`src/rtl/y86_mem_arbiter_pkg.sv`:
```
// Shared Y86 types: the status code and the memory-arbiter state encoding.
// Pipeline control and the writeback stat logic import these too.
package y86_pkg;

  typedef enum logic [1:0] {
    STAT_AOK = 2'd0,
    STAT_HLT = 2'd1,
    STAT_ADR = 2'd2,
    STAT_INS = 2'd3
  } stat_t;

  typedef enum logic [2:0] {
    IDLE   = 3'd0,
    BUSY_M = 3'd1,
    BUSY_F = 3'd2,
    DONE_M = 3'd3,
    DONE_F = 3'd4
  } arb_state_t;

endpackage

```
`src/rtl/y86_mem_arbiter_if.sv`:
```
// Bundle of the fetch port, the memory-stage port and the unified memory bus.
// master = arbiter view, slave = pipeline/memory view.
interface y86_mem_arbiter_if
  import y86_pkg::*;
#(
  parameter int AW = 64,
  parameter int DW = 64
) ();

  logic          f_req;
  logic [AW-1:0] f_addr;
  logic          f_done;
  logic [DW-1:0] f_rdata;
  stat_t         f_stat;
  logic          f_stall;

  logic          m_req;
  logic          m_we;
  logic [AW-1:0] m_addr;
  logic [DW-1:0] m_wdata;
  logic          m_done;
  logic [DW-1:0] m_rdata;
  stat_t         m_stat;
  logic          m_stall;

  logic          mem_req;
  logic          mem_we;
  logic [AW-1:0] mem_addr;
  logic [DW-1:0] mem_wdata;
  logic          mem_ack;
  logic          mem_err;
  logic [DW-1:0] mem_rdata;

  modport master (
    input  f_req, f_addr, m_req, m_we, m_addr, m_wdata, mem_ack, mem_err, mem_rdata,
    output f_done, f_rdata, f_stat, f_stall, m_done, m_rdata, m_stat, m_stall,
           mem_req, mem_we, mem_addr, mem_wdata
  );

  modport slave (
    output f_req, f_addr, m_req, m_we, m_addr, m_wdata, mem_ack, mem_err, mem_rdata,
    input  f_done, f_rdata, f_stat, f_stall, m_done, m_rdata, m_stat, m_stall,
           mem_req, mem_we, mem_addr, mem_wdata
  );

endinterface

```
`src/rtl/y86_mem_arbiter_pick.sv`:
```
// IDLE-cycle winner selection: M has priority unless F has lost STARVE_LIM times in a row.
module y86_arb_pick #(
  parameter int STARVE_LIM = 3
) (
  input  logic       f_req,
  input  logic       m_req,
  input  logic [3:0] starve_cnt,
  output logic       pick_m,
  output logic       pick_f
);

  assign pick_f = f_req & (~m_req | (starve_cnt == 4'(STARVE_LIM)));
  assign pick_m = m_req & ~pick_f;

endmodule

```
`src/rtl/y86_mem_arbiter.sv`:
```
// Single-port memory arbiter between Y86 fetch (read-only) and memory stage.
// Optional abort of stuck transactions: define Y86_ARB_TIMEOUT_EN.
module y86_mem_arbiter
  import y86_pkg::*;
#(
  parameter int AW         = 64,
  parameter int DW         = 64,
  parameter int STARVE_LIM = 3,
  parameter int TIMEOUT    = 16
) (
  input  logic               clk,
  input  logic               rst,
  y86_mem_arbiter_if.master  bus
);

  if (STARVE_LIM < 1 || STARVE_LIM > 15) begin : g_bad_starve_lim
    $error("STARVE_LIM must be 1..15");
  end
  if (TIMEOUT < 2 || TIMEOUT > 255) begin : g_bad_timeout
    $error("TIMEOUT must be 2..255");
  end

  arb_state_t    state, state_nxt;
  logic [3:0]    starve_cnt;
  logic          pick_m, pick_f;
  logic          busy, timeout, finish;
  logic [AW-1:0] grant_addr;
  logic [DW-1:0] grant_wdata;
  logic [DW-1:0] cap_rdata;
  stat_t         cap_stat;

  y86_arb_pick #(.STARVE_LIM(STARVE_LIM)) u_pick (
    .f_req      (bus.f_req),
    .m_req      (bus.m_req),
    .starve_cnt (starve_cnt),
    .pick_m     (pick_m),
    .pick_f     (pick_f)
  );

  assign busy = (state == BUSY_M) || (state == BUSY_F);

`ifdef Y86_ARB_TIMEOUT_EN
  logic [7:0] wait_cnt;

  always_ff @(posedge clk) begin
    if (rst || state == IDLE) wait_cnt <= '0;
    else if (busy)            wait_cnt <= wait_cnt + 8'd1;
  end

  // Ack wins a tie with the abort so a real response is never discarded.
  assign timeout = busy && !bus.mem_ack && (wait_cnt == 8'(TIMEOUT - 1));
`else
  assign timeout = 1'b0;
`endif

  assign finish      = busy && (bus.mem_ack || timeout);
  assign grant_addr  = pick_m ? bus.m_addr : bus.f_addr;
  assign grant_wdata = pick_m ? bus.m_wdata : '0;
  assign cap_rdata   = (timeout || bus.mem_we) ? '0 : bus.mem_rdata;
  assign cap_stat    = (timeout || bus.mem_err) ? STAT_ADR : STAT_AOK;

  always_comb begin
    state_nxt = state;
    case (state)
      IDLE:    if (pick_m) state_nxt = BUSY_M;
               else if (pick_f) state_nxt = BUSY_F;
      BUSY_M:  if (finish) state_nxt = DONE_M;
      BUSY_F:  if (finish) state_nxt = DONE_F;
      default: state_nxt = IDLE;
    endcase
  end

  always_ff @(posedge clk) begin
    if (rst) begin
      state         <= IDLE;
      starve_cnt    <= '0;
      bus.mem_req   <= 1'b0;
      bus.mem_we    <= 1'b0;
      bus.mem_addr  <= '0;
      bus.mem_wdata <= '0;
      bus.f_rdata   <= '0;
      bus.f_stat    <= STAT_AOK;
      bus.m_rdata   <= '0;
      bus.m_stat    <= STAT_AOK;
    end else begin
      state <= state_nxt;

      if (!bus.f_req)                                       starve_cnt <= '0;
      else if (state == IDLE && pick_f)                     starve_cnt <= '0;
      else if (state == IDLE && pick_m &&
               starve_cnt != 4'(STARVE_LIM))                starve_cnt <= starve_cnt + 4'd1;

      if (state == IDLE && (pick_m || pick_f)) begin
        bus.mem_req   <= 1'b1;
        bus.mem_we    <= pick_m & bus.m_we;
        bus.mem_addr  <= grant_addr;
        bus.mem_wdata <= grant_wdata;
      end else if (finish) begin
        bus.mem_req <= 1'b0;
        if (state == BUSY_F) begin
          bus.f_rdata <= cap_rdata;
          bus.f_stat  <= cap_stat;
        end else begin
          bus.m_rdata <= cap_rdata;
          bus.m_stat  <= cap_stat;
        end
      end
    end
  end

  assign bus.f_done  = (state == DONE_F);
  assign bus.m_done  = (state == DONE_M);
  assign bus.f_stall = bus.f_req & ~bus.f_done;
  assign bus.m_stall = bus.m_req & ~bus.m_done;

endmodule

```
`src/flat_wrapper.sv`:
```
// flat-port wrapper written by rule: the top's interface ports become plain ports
module y86_mem_arbiter_flat import y86_pkg::*;
#(
  parameter int AW         = 64,
  parameter int DW         = 64,
  parameter int STARVE_LIM = 3,
  parameter int TIMEOUT    = 16
)
  (clk, rst, bus_f_req, bus_f_addr, bus_m_req, bus_m_we, bus_m_addr, bus_m_wdata, bus_mem_ack, bus_mem_err, bus_mem_rdata, bus_f_done, bus_f_rdata, bus_f_stat, bus_f_stall, bus_m_done, bus_m_rdata, bus_m_stat, bus_m_stall, bus_mem_req, bus_mem_we, bus_mem_addr, bus_mem_wdata);
  y86_mem_arbiter_if #(.AW(AW), .DW(DW)) bus_i ();
  input  logic clk;
  input  logic rst;
  input wire logic [$bits(bus_i.f_req)-1:0] bus_f_req;
  input wire logic [$bits(bus_i.f_addr)-1:0] bus_f_addr;
  input wire logic [$bits(bus_i.m_req)-1:0] bus_m_req;
  input wire logic [$bits(bus_i.m_we)-1:0] bus_m_we;
  input wire logic [$bits(bus_i.m_addr)-1:0] bus_m_addr;
  input wire logic [$bits(bus_i.m_wdata)-1:0] bus_m_wdata;
  input wire logic [$bits(bus_i.mem_ack)-1:0] bus_mem_ack;
  input wire logic [$bits(bus_i.mem_err)-1:0] bus_mem_err;
  input wire logic [$bits(bus_i.mem_rdata)-1:0] bus_mem_rdata;
  output wire logic [$bits(bus_i.f_done)-1:0] bus_f_done;
  output wire logic [$bits(bus_i.f_rdata)-1:0] bus_f_rdata;
  output wire logic [$bits(bus_i.f_stat)-1:0] bus_f_stat;
  output wire logic [$bits(bus_i.f_stall)-1:0] bus_f_stall;
  output wire logic [$bits(bus_i.m_done)-1:0] bus_m_done;
  output wire logic [$bits(bus_i.m_rdata)-1:0] bus_m_rdata;
  output wire logic [$bits(bus_i.m_stat)-1:0] bus_m_stat;
  output wire logic [$bits(bus_i.m_stall)-1:0] bus_m_stall;
  output wire logic [$bits(bus_i.mem_req)-1:0] bus_mem_req;
  output wire logic [$bits(bus_i.mem_we)-1:0] bus_mem_we;
  output wire logic [$bits(bus_i.mem_addr)-1:0] bus_mem_addr;
  output wire logic [$bits(bus_i.mem_wdata)-1:0] bus_mem_wdata;
  assign bus_i.f_req = bus_f_req;
  assign bus_i.f_addr = bus_f_addr;
  assign bus_i.m_req = bus_m_req;
  assign bus_i.m_we = bus_m_we;
  assign bus_i.m_addr = bus_m_addr;
  assign bus_i.m_wdata = bus_m_wdata;
  assign bus_i.mem_ack = bus_mem_ack;
  assign bus_i.mem_err = bus_mem_err;
  assign bus_i.mem_rdata = bus_mem_rdata;
  assign bus_f_done = bus_i.f_done;
  assign bus_f_rdata = bus_i.f_rdata;
  assign bus_f_stat = bus_i.f_stat;
  assign bus_f_stall = bus_i.f_stall;
  assign bus_m_done = bus_i.m_done;
  assign bus_m_rdata = bus_i.m_rdata;
  assign bus_m_stat = bus_i.m_stat;
  assign bus_m_stall = bus_i.m_stall;
  assign bus_mem_req = bus_i.mem_req;
  assign bus_mem_we = bus_i.mem_we;
  assign bus_mem_addr = bus_i.mem_addr;
  assign bus_mem_wdata = bus_i.mem_wdata;
  y86_mem_arbiter #(.AW(AW), .DW(DW), .STARVE_LIM(STARVE_LIM), .TIMEOUT(TIMEOUT)) u_core (.clk(clk), .rst(rst), .bus(bus_i));
endmodule
```
`config.mk`:
```
export PLATFORM = sky130hd
export DESIGN_NAME = y86_mem_arbiter_flat
export DESIGN_NICKNAME = d
export VERILOG_FILES = /design/src/rtl/y86_mem_arbiter_pkg.sv /design/src/rtl/y86_mem_arbiter_if.sv /design/src/rtl/y86_mem_arbiter_pick.sv /design/src/rtl/y86_mem_arbiter.sv /design/src/flat_wrapper.sv
export SDC_FILE = /design/constraint.sdc
export NUM_CORES = 1
export LEC_CHECK = 0
export BUFFER_PORTS_ARGS = -buffer_cell sky130_fd_sc_hd__buf_2
export CAP_MARGIN = 15
export CORE_AREA = 2 2 207 209
export DETAILED_ROUTE_END_ITERATION = 7
export DIE_AREA = 0 0 209 211
export GPL_ROUTABILITY_DRIVEN = 0
export SLEW_MARGIN = 25
export SYNTH_ARGS = -nofsm -noshare
export SYNTH_HDL_FRONTEND = slang
export SYNTH_SLANG_ARGS = --single-unit
```
`constraint.sdc`:
```
create_clock -name clk -period 1.76 [get_ports clk]
set_clock_uncertainty 0.1 [all_clocks]
set_input_delay 0.088 -clock clk [delete_from_list [all_inputs] [get_ports clk]]
set_output_delay 0.088 -clock clk [all_outputs]
set_load 0.05 [all_outputs]
```
==> results of run 1 <==
through the flow:
stage | TNS (ns) | std cells | utilization (%) | total power, mW | instance area (um2)
after floorplan | 0 | 1345 | - | 10.59 | 10620
after global placement | 0 | 2369 | 34.42 | 12.34 | 14370
after detailed placement | 0 | 2369 | 34.42 | 12.40 | 14370
after CTS | -0.02808 | 2690 | 43.49 | 19.47 | 18160
after global routing | -4.603 | 2711 | 45.07 | 20.52 | 18820
final | -0.5537 | 2712 | 45.07 | 19.74 | 18820
placed cells by master, fill, tap and decap left out, types with 34 or more instances in the layout:
master	Yosys	layout
dfxtp_1	267	261
buf_4	12	48
nand2_1	393	390
buf_2	30	521
nor2b_1	69	69
nor2_1	69	64
buf_12	0	34
clkbuf_16	0	39
a211oi_2	31	44
dlygate4sd3_1	0	262
a21oi_1	263	242
nand3_1	70	58
worst register-to-register path, stage by stage (launching register included):
cell	delay [ns]
dfxtp_2	0.34
buf_6	0.11
or3_4	0.35
nor2_4	0.17
buf_12	0.18
buf_4	0.16
nor2_1	0.05
a211oi_2	0.30
layout make-up:
| class | count | area [um2] |
|---|---|---|
| fill | 3868 | 22940 |
| timing repair buffer | 891 | 6700 |
| sequential | 267 | 5360 |
| multi-input combinational | 958 | 5060 |
| clock buffer | 48 | 959.7 |
| tap | 539 | 674.4 |
| clock inverter | 4 | 51.30 |
| antenna | 4 | 10.01 |
| inverter | 1 | 6.256 |
report_power, final:
part | internal (mW) | total [mW] | switching (mW) | leakage [nW]
clock network | 3.84 | 6.42 | 2.58 | 0.497
logic | 2.28 | 6.43 | 4.15 | 5.59
registers | 6.58 | 6.89 | 0.306 | 2.18
routing by layer:
metal	routed length [um]	share of wire [%]	vias to the layer above
met5	11	0.023	-
met4	2467	5.2	2
met3	3408	7.2	203
met2	23200	49	674
met1	18370	39	6074
li1	-	-	6066
sequential cells by signal, summed over array words and instances (netlist names), 3 cells and up:
name                  count
u_core.bus.f_rdata       64
u_core.bus.m_rdata       64
u_core.bus.mem_addr      64
u_core.bus.mem_wdata     64
u_core.starve_cnt         4
u_core.state              3
timing repair:
action / 4_1_cts / 5_1_grt
resized for setup: 25 / 72
endpoints found under the hold margin: 267 / 0
pin swaps: 6 / 25
setup endpoints to repair: 12 / 178
hold buffers: 262 / 0
setup buffers: 6 / 8
cloned: 1 / 10
logic make-up after synthesis:
family / after synthesis / synth area share, %
xor gates and xnor gates: 1 / 0.08268
other: 1 / 0.03539
AOI/OAI and AO/OA: 334 / 18.87
and+or+nand+nor: 618 / 24.99
DFF: 267 / 50.45
muxes: 2 / 0.2125
adders and majority gates: 1 / 0.1181
buffers and inverters: 120 / 5.243
worst max path at each step:
stage / start / end / slack [ns] / cells after the start
finish: u_core.state[0]$_SDFFE_PP0P_ / u_core.bus.mem_addr[57]$_SDFFE_PP0P_ / -0.12 / 7
global route: u_core.state[0]$_SDFFE_PP0P_ / u_core.bus.mem_addr[57]$_SDFFE_PP0P_ / -0.11 / 7
CTS: u_core.state[1]$_SDFFE_PP0P_ / bus_f_stall / -0.01 / 4
detailed placement: u_core.state[2]$_SDFFE_PP0P_ / u_core.bus.mem_addr[15]$_SDFFE_PP0P_ / 0.01 / 6
global placement: u_core.state[2]$_SDFFE_PP0P_ / u_core.bus.mem_addr[14]$_SDFFE_PP0P_ / 0.04 / 6
floorplan: u_core.starve_cnt[0]$_SDFFE_PP0P_ / u_core.bus.mem_wdata[10]$_SDFFE_PP0P_ / 0.06 / 8
==> results.md, run 1 <==
- Outcome: finished, violations left
- Failing checks: setup timing
- Port Buffers: around 530
- Crit end category: flip-flop
- Overall routing resource usage: roughly a fifth
- Nets: between 2k and 2.5k
- Seq cells post-synth: roughly 270
- Die width: about 210 um
- Grt peak-use layer: met2
- Clk buf depth: 3
- Family with the most delay on the worst path: simple AND/OR/NAND/NOR gates
- DRC viols: 0
- Crit path max fanout: 9
- LEAKAGE: between 8 and 9 nW
- Asr flop ratio synth: 0%
- Cell area power density: 1049 nW/um2
- Std-Cell Rows: 75
- Reg clk slew, reported paths: around 0.060 ns
- Synth Cell Area: around 11,000 um2
- Starting DRT DRC Count: ~1.1k
- R2r worst-path depth: 7
- Vias/cell: 4.801
- Mapped Cells: 1,344
- # IOs: around 530
- Vias: about 13k
- Core area: 41,760 um2
- GR Layer Usage met1: 21.77%
- Antenna violations before repair: 4
- Synth top area cells: dfxtp_1 50%, nand2_1 14%, a21oi_1 12%
- Die Height: roughly 210 um
- Worst hold stages: 4
- Maximum clock frequency: 532.7 MHz
- CTS H-tree lvls: 1
- Seq/Total Area, Yosys: roughly 50%
- Worst R2R Setup Slack: -0.12 ns
- Total Wirelength: around 47,000 um
- Root Buffer: clkbuf_16
- Startpoint types: flip-flop
- Post-route ant nets: 0
- GR Layer Usage met2: ~33%
- Fin. max-slew vios: 0
- Ys Warns: 0
- Syn-to-layout area delta: 77.65%
- Yosys top cell area share: 50.45%
- Slowest-stage cell, CP: or3_4
- Final setup viols: 21
- Peak supply drop: 647.0 uV
- Latest clock arrival within the worst-skew pair: around 0.57 ns
- Final Hold Fails: 0
- Top-count cell post-synth: nand2_1
- Clock tree from TritonCTS: yes
- Final hold slack: 0.2198 ns
- DIE AREA: 44,100 um2
- Setup slack after layout: -0.1174 ns
- Hold Path Sink: u_core.bus.mem_addr[0]$_SDFFE_PP0P_
- HP Start: bus_f_addr[0]
- Syn_area_per_cell: just under 8 um2
- Crit path time final: roughly 1.9 ns
- CTS sink cnt: 267
- Largest area contributor in the synthesized netlist: dfxtp_1
- Final HPWL DP: around 29,000 um
- R2r startpoint: u_core.state[0]$_SDFFE_PP0P_
- Layout cell share with drive strength beyond 1: a little over a third
- Post-synth EDFFs: 0
- Worst R2R End: u_core.bus.mem_addr[57]$_SDFFE_PP0P_
- Max cap viols: 0
- Crit path required time: about 2.1 ns
- Worst Path Class, Setup: reg -> reg
- Ys flop type: dfxtp_1
- Place WS: 0.01324 ns
- Vias in the first global route: 12.57k
- Met3 usage: 3.509%
- CP Data Arrival Time: 2.23 ns
- CP Cell Sequence: buf_6, or3_4, nor2_4, buf_12, buf_4, nor2_1, a211oi_2
- First-pass GRT wire length: 67,110 um
- Hold WC Path Type: in -> reg
- Pin count of the biggest net entering global routing: 67
- Grt total ovfl: 0
- RSZ-0062 raised after global routing: yes
- Initial Util: between 20% and 30%
- Initial DRT Pass Iterations: 5
- Avg WL per Cell: 17.50 um
- Final worst path period share: 106.7%
- Total CTS buffers: 31
- Slowest cell delay on critical path: 0.35 ns
- CP bufs+invs: 3
- Synth unique cells: 35
- Synth top cells by count: 393 x nand2_1, 267 x dfxtp_1, 263 x a21oi_1
Power figures use the tool's default switching activity.
==> run 2: changes to the inputs <==
--- a/config.mk
+++ b/config.mk
@@ -7,10 +7,12 @@
 export LEC_CHECK = 0
 export BUFFER_PORTS_ARGS = -buffer_cell sky130_fd_sc_hd__buf_2
 export CAP_MARGIN = 15
-export CORE_AREA = 2 2 207 209
+export CORE_AREA = 2 2 203 205
 export DETAILED_ROUTE_END_ITERATION = 7
-export DIE_AREA = 0 0 209 211
+export DIE_AREA = 0 0 205 207
 export GPL_ROUTABILITY_DRIVEN = 0
+export GPL_TIMING_DRIVEN = 1
+export RECOVER_POWER = 25
 export SLEW_MARGIN = 25
 export SYNTH_ARGS = -nofsm -noshare
 export SYNTH_HDL_FRONTEND = slang
==> run 2 against run 1 <==
- final area is 4.0% lower
- the run still ends with setup timing left
- setup slack better by 0.092 ns
- maximum frequency is 5.1% higher
- global-route usage up 0.51 points
- sequential power is essentially flat
- critical path type unchanged
- clock power grew 1%
- largest power group unchanged
- non-clock buffer count decreased by 28
- clock-buffer cell count shrank 3
- worst hold slack gained 0.0084 ns
- largest cell class unchanged
- first-iteration DRC count down 16%
- total power is 1.9% lower
- highest routed layer is now met4
==> results.md, run 2 (synthesis results as in run 1) <==
- Outcome: finished, violations left
- Failing checks: setup timing
- R2r startpoint: u_core.state[2]$_SDFFE_PP0P_
- Slowest-stage cell, CP: or3_4
- Family with the most delay on the worst path: simple AND/OR/NAND/NOR gates
- Antenna violations before repair: 2
- Post-Route Setup TNS: -0.09597 ns
- Maximum clock frequency: between 500 and 600 MHz
- First-pass GRT wire length: between 60,000 and 70,000 um
- Crit path max fanout: 29
- Max_slew headroom: a little under three fifths
- Placed insts: roughly 2.4k
- Crit end category: flip-flop
- Avg WL per Cell: roughly 17 um
- Commonest non-fill, non-tap cells in the layout: 422 x buf_2, 391 x nand2_1, 262 x dlygate4sd3_1, 262 x dfxtp_1, 256 x a21oi_1
- CP Cell Sequence: or3_4, nor2_4, buf_12, buf_16, nor2_1, a211oi_1
- Final HPWL DP: ~29,000 um
- Setup slack after layout: -0.02577 ns
- Die Height: between 200 and 250 um
- Core area: around 40,000 um2
- Final Util: between 40% and 50%
- Vias/cell: around 4.8
- Max cap viols: 0
- Worst-Margin Slew: ~0.67 ns
- DIE AREA: approximately 42,000 um2
- Vias in the first global route: around 13k
- Root Buffer: clkbuf_16
- Initial Util: about a quarter
- Final Hold Fails: 0
- Initial DRT Pass Iterations: 5
- Overall routing resource usage: 19.26%
- Std-Cell Rows: 74
- Syn-to-layout area delta: 70.58%
- CP Data Arrival Time: around 2.2 ns
- Total Wirelength: about 44,000 um
- Reg clk slew, reported paths: about 0.060 ns
- Clock tree from TritonCTS: yes
- Final worst path period share: 101.5%
- Port Buffers: around 530
- Vias: 12.73k
- Post-Layout Cell Count: around 2.7k
- Total power: a little under 20 mW
- Startpoint types: flip-flop
- Worst Path Class, Setup: reg -> reg
- Clk buf depth: 3
- CP bufs+invs: 2
- Layout cell share with drive strength beyond 1: about 29%
- LEAKAGE: between 7 and 8 nW
- RSZ-0062 raised after global routing: yes
- CP startpoint: u_core.state[2]$_SDFFE_PP0P_
- CTS sink cnt: 267
- Post-route ant nets: 0
- Crit path required time: about 2.1 ns
- Starting DRT DRC Count: roughly 940
- Nets: between 2k and 2.5k
- Crit path time final: between 1.5 and 2 ns
- DRC viols: 0
- Pin count of the biggest net entering global routing: between 60 and 70
- Grt total ovfl: 0
- HP Start: bus_m_wdata[13]
- Die width: between 200 and 250 um
- CTS H-tree lvls: 1
- # IOs: around 530
- Hold WC Path Type: in -> reg
- Commonest non-fill, non-tap cell in the layout: buf_2
- Peak supply drop: 708.3 uV
- Latest clock arrival within the worst-skew pair: 0.56 ns
- Fin. max-slew vios: 0
- Total CTS buffers: 30
- Slowest cell delay on critical path: approximately 0.42 ns
- Cell area power density: roughly 1100 nW/um2
- Final setup viols: 7
run 2: report_power, final:
part / internal [mW] / leakage, nW / total (mW) / switching, mW
Combinational: 1.99 / 4.94 / 5.96 / 3.97
Sequential: 6.58 / 2.18 / 6.89 / 0.312
Clock: 3.99 / 0.507 / 6.50 / 2.51
Total: 12.6 / 7.63 / 19.4 / 6.79
run 2: metal layers:
| layer | part of all wire [%] | routed length (um) | global-route usage (%) |
|---|---|---|---|
| met2 | 48 | 21440 | 32.76 |
| met5 | 0 | 0 | 0 |
| met3 | 7.6 | 3368 | 3.776 |
| met1 | 39 | 17410 | 22.76 |
| met4 | 4.9 | 2181 | 10.20 |
run 2: layout make-up:
type	count	area (um2)
Clock buffer	45	918.4
Sequential cell	267	5356
Inverter	1	8.758
Antenna cell	2	5.005
Tap cell	532	665.6
Multi-Input combinational cell	958	4850
Fill cell	3826	22300
Timing Repair Buffer	863	6165
Clock inverter	6	105.1
run 2: worst reg2reg max path, cell delays in order, from the launching register on:
cell,delay (ns)
dfxtp_4,0.36
or3_4,0.42
nor2_4,0.16
buf_12,0.17
buf_16,0.20
nor2_1,0.06
a211oi_1,0.23
run 2: final timing paths:
kind | cells past startpoint | end | slack (ns)
worst max-delay path | 6 | u_core.bus.mem_addr[59]$_SDFFE_PP0P_ | -0.03
worst max register to register | 6 | u_core.bus.mem_addr[59]$_SDFFE_PP0P_ | -0.03
worst min register to register | 2 | u_core.bus.f_rdata[42]$_SDFFE_PP0P_ | 0.35
worst min-delay path | 4 | u_core.bus.mem_wdata[13]$_SDFFE_PP0P_ | 0.23
run 2: stage by stage:
| step | cell area, um2 | hold slack, ns | setup slack (ns) |
|---|---|---|---|
| floorplan | 10620 | 0.1240 | 0.05598 |
| global placement | 14240 | 0.2370 | 0.03439 |
| detailed placement | 14240 | 0.2428 | -0.01311 |
| CTS | 17940 | 0.1869 | -0.05368 |
| global route | 18070 | 0.2216 | -0.08059 |
| finish | 18070 | 0.2283 | -0.02577 |
run 2: timing repair:
item | 4_1_cts | 5_1_grt
cloned | 0 | 4
endpoints found under the setup margin | 15 | 124
hold buffers | 262 | 0
pin swaps | 2 | 3
endpoints found under the hold margin | 267 | 0
resized for setup | 17 | 28
setup buffers | 1 | 4
==> run 3: changes to the inputs <==
==> constraint.sdc (replaced) <==
create_clock -name clk -period 2 [get_ports clk]
set_clock_uncertainty 0.1 [all_clocks]
set_input_delay 0.1 -clock clk [delete_from_list [all_inputs] [get_ports clk]]
set_output_delay 0.1 -clock clk [all_outputs]
set_load 0.05 [all_outputs]
==> run 3 against run 2 <==
- the run now ends clean
- clock-buffer cell count stayed put
- utilization is 1.2 points lower
- first-iteration DRC count decreased by 1.2%
- die area is the same
- largest cell class unchanged
- sequential share of layout area rose by 0.77 points
- maximum frequency fell by 7.9%
- largest power group unchanged
- final cell count fell by 0.67%
- final area shrank 2.6%
- wire length is 4.0% lower
==> results.md, run 3 (synthesis results as in run 1) <==
- Root Buffer: clkbuf_16
- LEAKAGE: roughly 7.3 nW
- Fin. max-slew vios: 0
- Post-Layout Cell Count: between 2k and 3k
- Startpoint types: flip-flop
- Maximum clock frequency: between 500 and 600 MHz
- Flop pwr share: a little under two fifths
- Crit path max fanout: 4
- DRC viols: 0
- Worst Path Class, Setup: reg -> reg
- # IOs: approximately 530
- CP startpoint: u_core.starve_cnt[0]$_SDFFE_PP0P_
- CP Cell Sequence: ha_4, or3b_2, nand4_1, a21oi_1, dlygate4sd3_1
- Crit path required time: approximately 2.3 ns
- Core area: about 40,000 um2
- Starting DRT DRC Count: between 900 and 1k
- Vias: between 10k and 15k
- Std-Cell Rows: 74
- GR Layer Usage met2: between 30% and 40%
- Commonest non-fill, non-tap cell in the layout: buf_2
- Final setup viols: 0
- Port Buffers: around 530
- Crit path time final: 1.940 ns
- Final HPWL DP: approximately 27,000 um
- Vias/cell: approximately 4.7
- Avg WL per Cell: ~16 um
- Met3 usage: about 3.5%
- Area after DPL: ~14,000 um2
- Total power: roughly 17 mW
- Post-route ant nets: 0
- HP Start: bus_m_wdata[49]
- Fillers: roughly 4k
- Clock tree from TritonCTS: yes
- Psw: 5.948 mW
- Final Hold Fails: 0
- CTS H-tree lvls: 1
- Sw frac: 36.04%
- RSZ-0062 raised after global routing: no
- Grt total ovfl: 0
- Die Height: approximately 210 um
- Design Area, Final: around 18,000 um2
- Reg clk slew, reported paths: 0.06 ns
- Peak supply drop: 686.7 uV
- Internal power: approximately 11 mW
- Placed insts: approximately 2.3k
- Pin count of the biggest net entering global routing: a little under 90
- Nets: 2,368
- GR Layer Usage met1: a little over a fifth
- Max cap viols: 0
- Layout cell share with drive strength beyond 1: between 20% and 30%
- Commonest non-fill, non-tap cells in the layout: 392 x buf_2, 391 x nand2_1, 263 x a21oi_1, 263 x dlygate4sd3_1, 263 x dfxtp_1
- Latest clock arrival within the worst-skew pair: ~0.57 ns
- Post-Route Setup TNS: 0 ns
- Initial DRT Pass Iterations: 7
- Outcome: finished clean
- Grt peak-use layer: met2
- Comb power frac: a little under a third
- Cell area power density: around 940 nW/um2
- Total Wirelength: between 40,000 and 50,000 um
- Antenna violations before repair: 1
- Clock network fraction of design power: between 30% and 40%
- Crit end category: flip-flop
- Slowest-stage cell, CP: dlygate4sd3_1
- DIE AREA: around 42,000 um2
- CTS sink cnt: approximately 270
- Die width: 205 um
- Initial Util: between 20% and 30%
- Total CTS buffers: 30
- R2r startpoint: u_core.starve_cnt[0]$_SDFFE_PP0P_
- Hold WC Path Type: in -> reg
- Overall routing resource usage: roughly a fifth
- Vias in the first global route: 12.42k
- Worst-Margin Slew: between 0.7 and 0.8 ns
- Syn-to-layout area delta: 66.14%
- CP Data Arrival Time: approximately 2.3 ns
- Clk buf depth: 3
- Final hold slack: between 0.2 and 0.25 ns
- Slowest cell delay on critical path: roughly 0.56 ns
- Max_slew headroom: between 50% and 60%
- First-pass GRT wire length: roughly 64,000 um
- Final worst path period share: a little over nine tenths
## run 3: cell types whose count changed in the layout (fill, tap and decap cells not counted), sizes merged
cell / change
clkbuf: +32
buf: -50
dlygate4sd3: +1
bufinv: -2
clkinvlp: +1
clkinv: +1
diode: -1
## run 3: repair_timing
item                                   4_1_cts  5_1_grt
gates resized for setup                      1       12
buffers inserted                             0        1
pin swaps                                    0        1
endpoints found under the hold margin      267        0
gates cloned                                 0        1
hold buffers                               263        0
setup endpoints to repair                    2       25
## run 3: power by group through the flow
| stage | combinational [mW] | clock, mW | sequential, mW |
|---|---|---|---|
| after floorplan | 1.61 | 0 | 7.70 |
| after global placement | 4.50 | 0 | 6.14 |
| after detailed placement | 4.55 | 0 | 6.15 |
| after CTS | 4.97 | 5.56 | 6.04 |
| after global routing | 5.31 | 5.78 | 6.10 |
| final | 4.99 | 5.45 | 6.06 |
## run 3: metrics by stage
step,worst slack [ns],utilization [%]
final,0.06050,43.61
after global routing,0.002063,43.61
after CTS,0.02740,43.79
after detailed placement,0.06653,34.88
after global placement,0.1415,34.88
after floorplan,0.08677,-
## run 3: layout make-up
class                           instances  area [um2]  share of cell area (%)
Antenna cell                            1       2.502                 0.01422
Inverter                                1       3.754                 0.02132
Clock inverter                          6       68.82                  0.3909
Sequential cell                       267        5353                   30.41
Clock buffer                           45       897.1                   5.096
Multi-Input combinational cell        958        4773                   27.12
Tap cell                              532       665.6                   3.781
Timing Repair Buffer                  846        5839                   33.17
## run 3: final timing paths
check                                           to  slack, ns  cells after the start
max              u_core.starve_cnt[1]$_SDFFE_PP0P_       0.06                      5
max reg2reg      u_core.starve_cnt[1]$_SDFFE_PP0P_       0.06                      5
min          u_core.bus.mem_wdata[49]$_SDFFE_PP0P_       0.22                      4
min reg2reg    u_core.bus.f_rdata[48]$_SDFFE_PP0P_       0.35                      2
## run 3: per-layer routing
layer | wire length [um] | up-vias
li1 | - | 5974
met1 | 16610 | 5802
met2 | 20790 | 556
met3 | 2899 | 178
met4 | 2309 | 0
met5 | 0 | -
## run 3: worst max-delay path, delay by kind of cell (launching register included)
family | cells | cell delay [ns]
fa+ha+maj | 1 | 0.15
flops | 1 | 0.37
compound gates | 1 | 0.07
simple gates | 2 | 0.57
buf+inv | 1 | 0.56
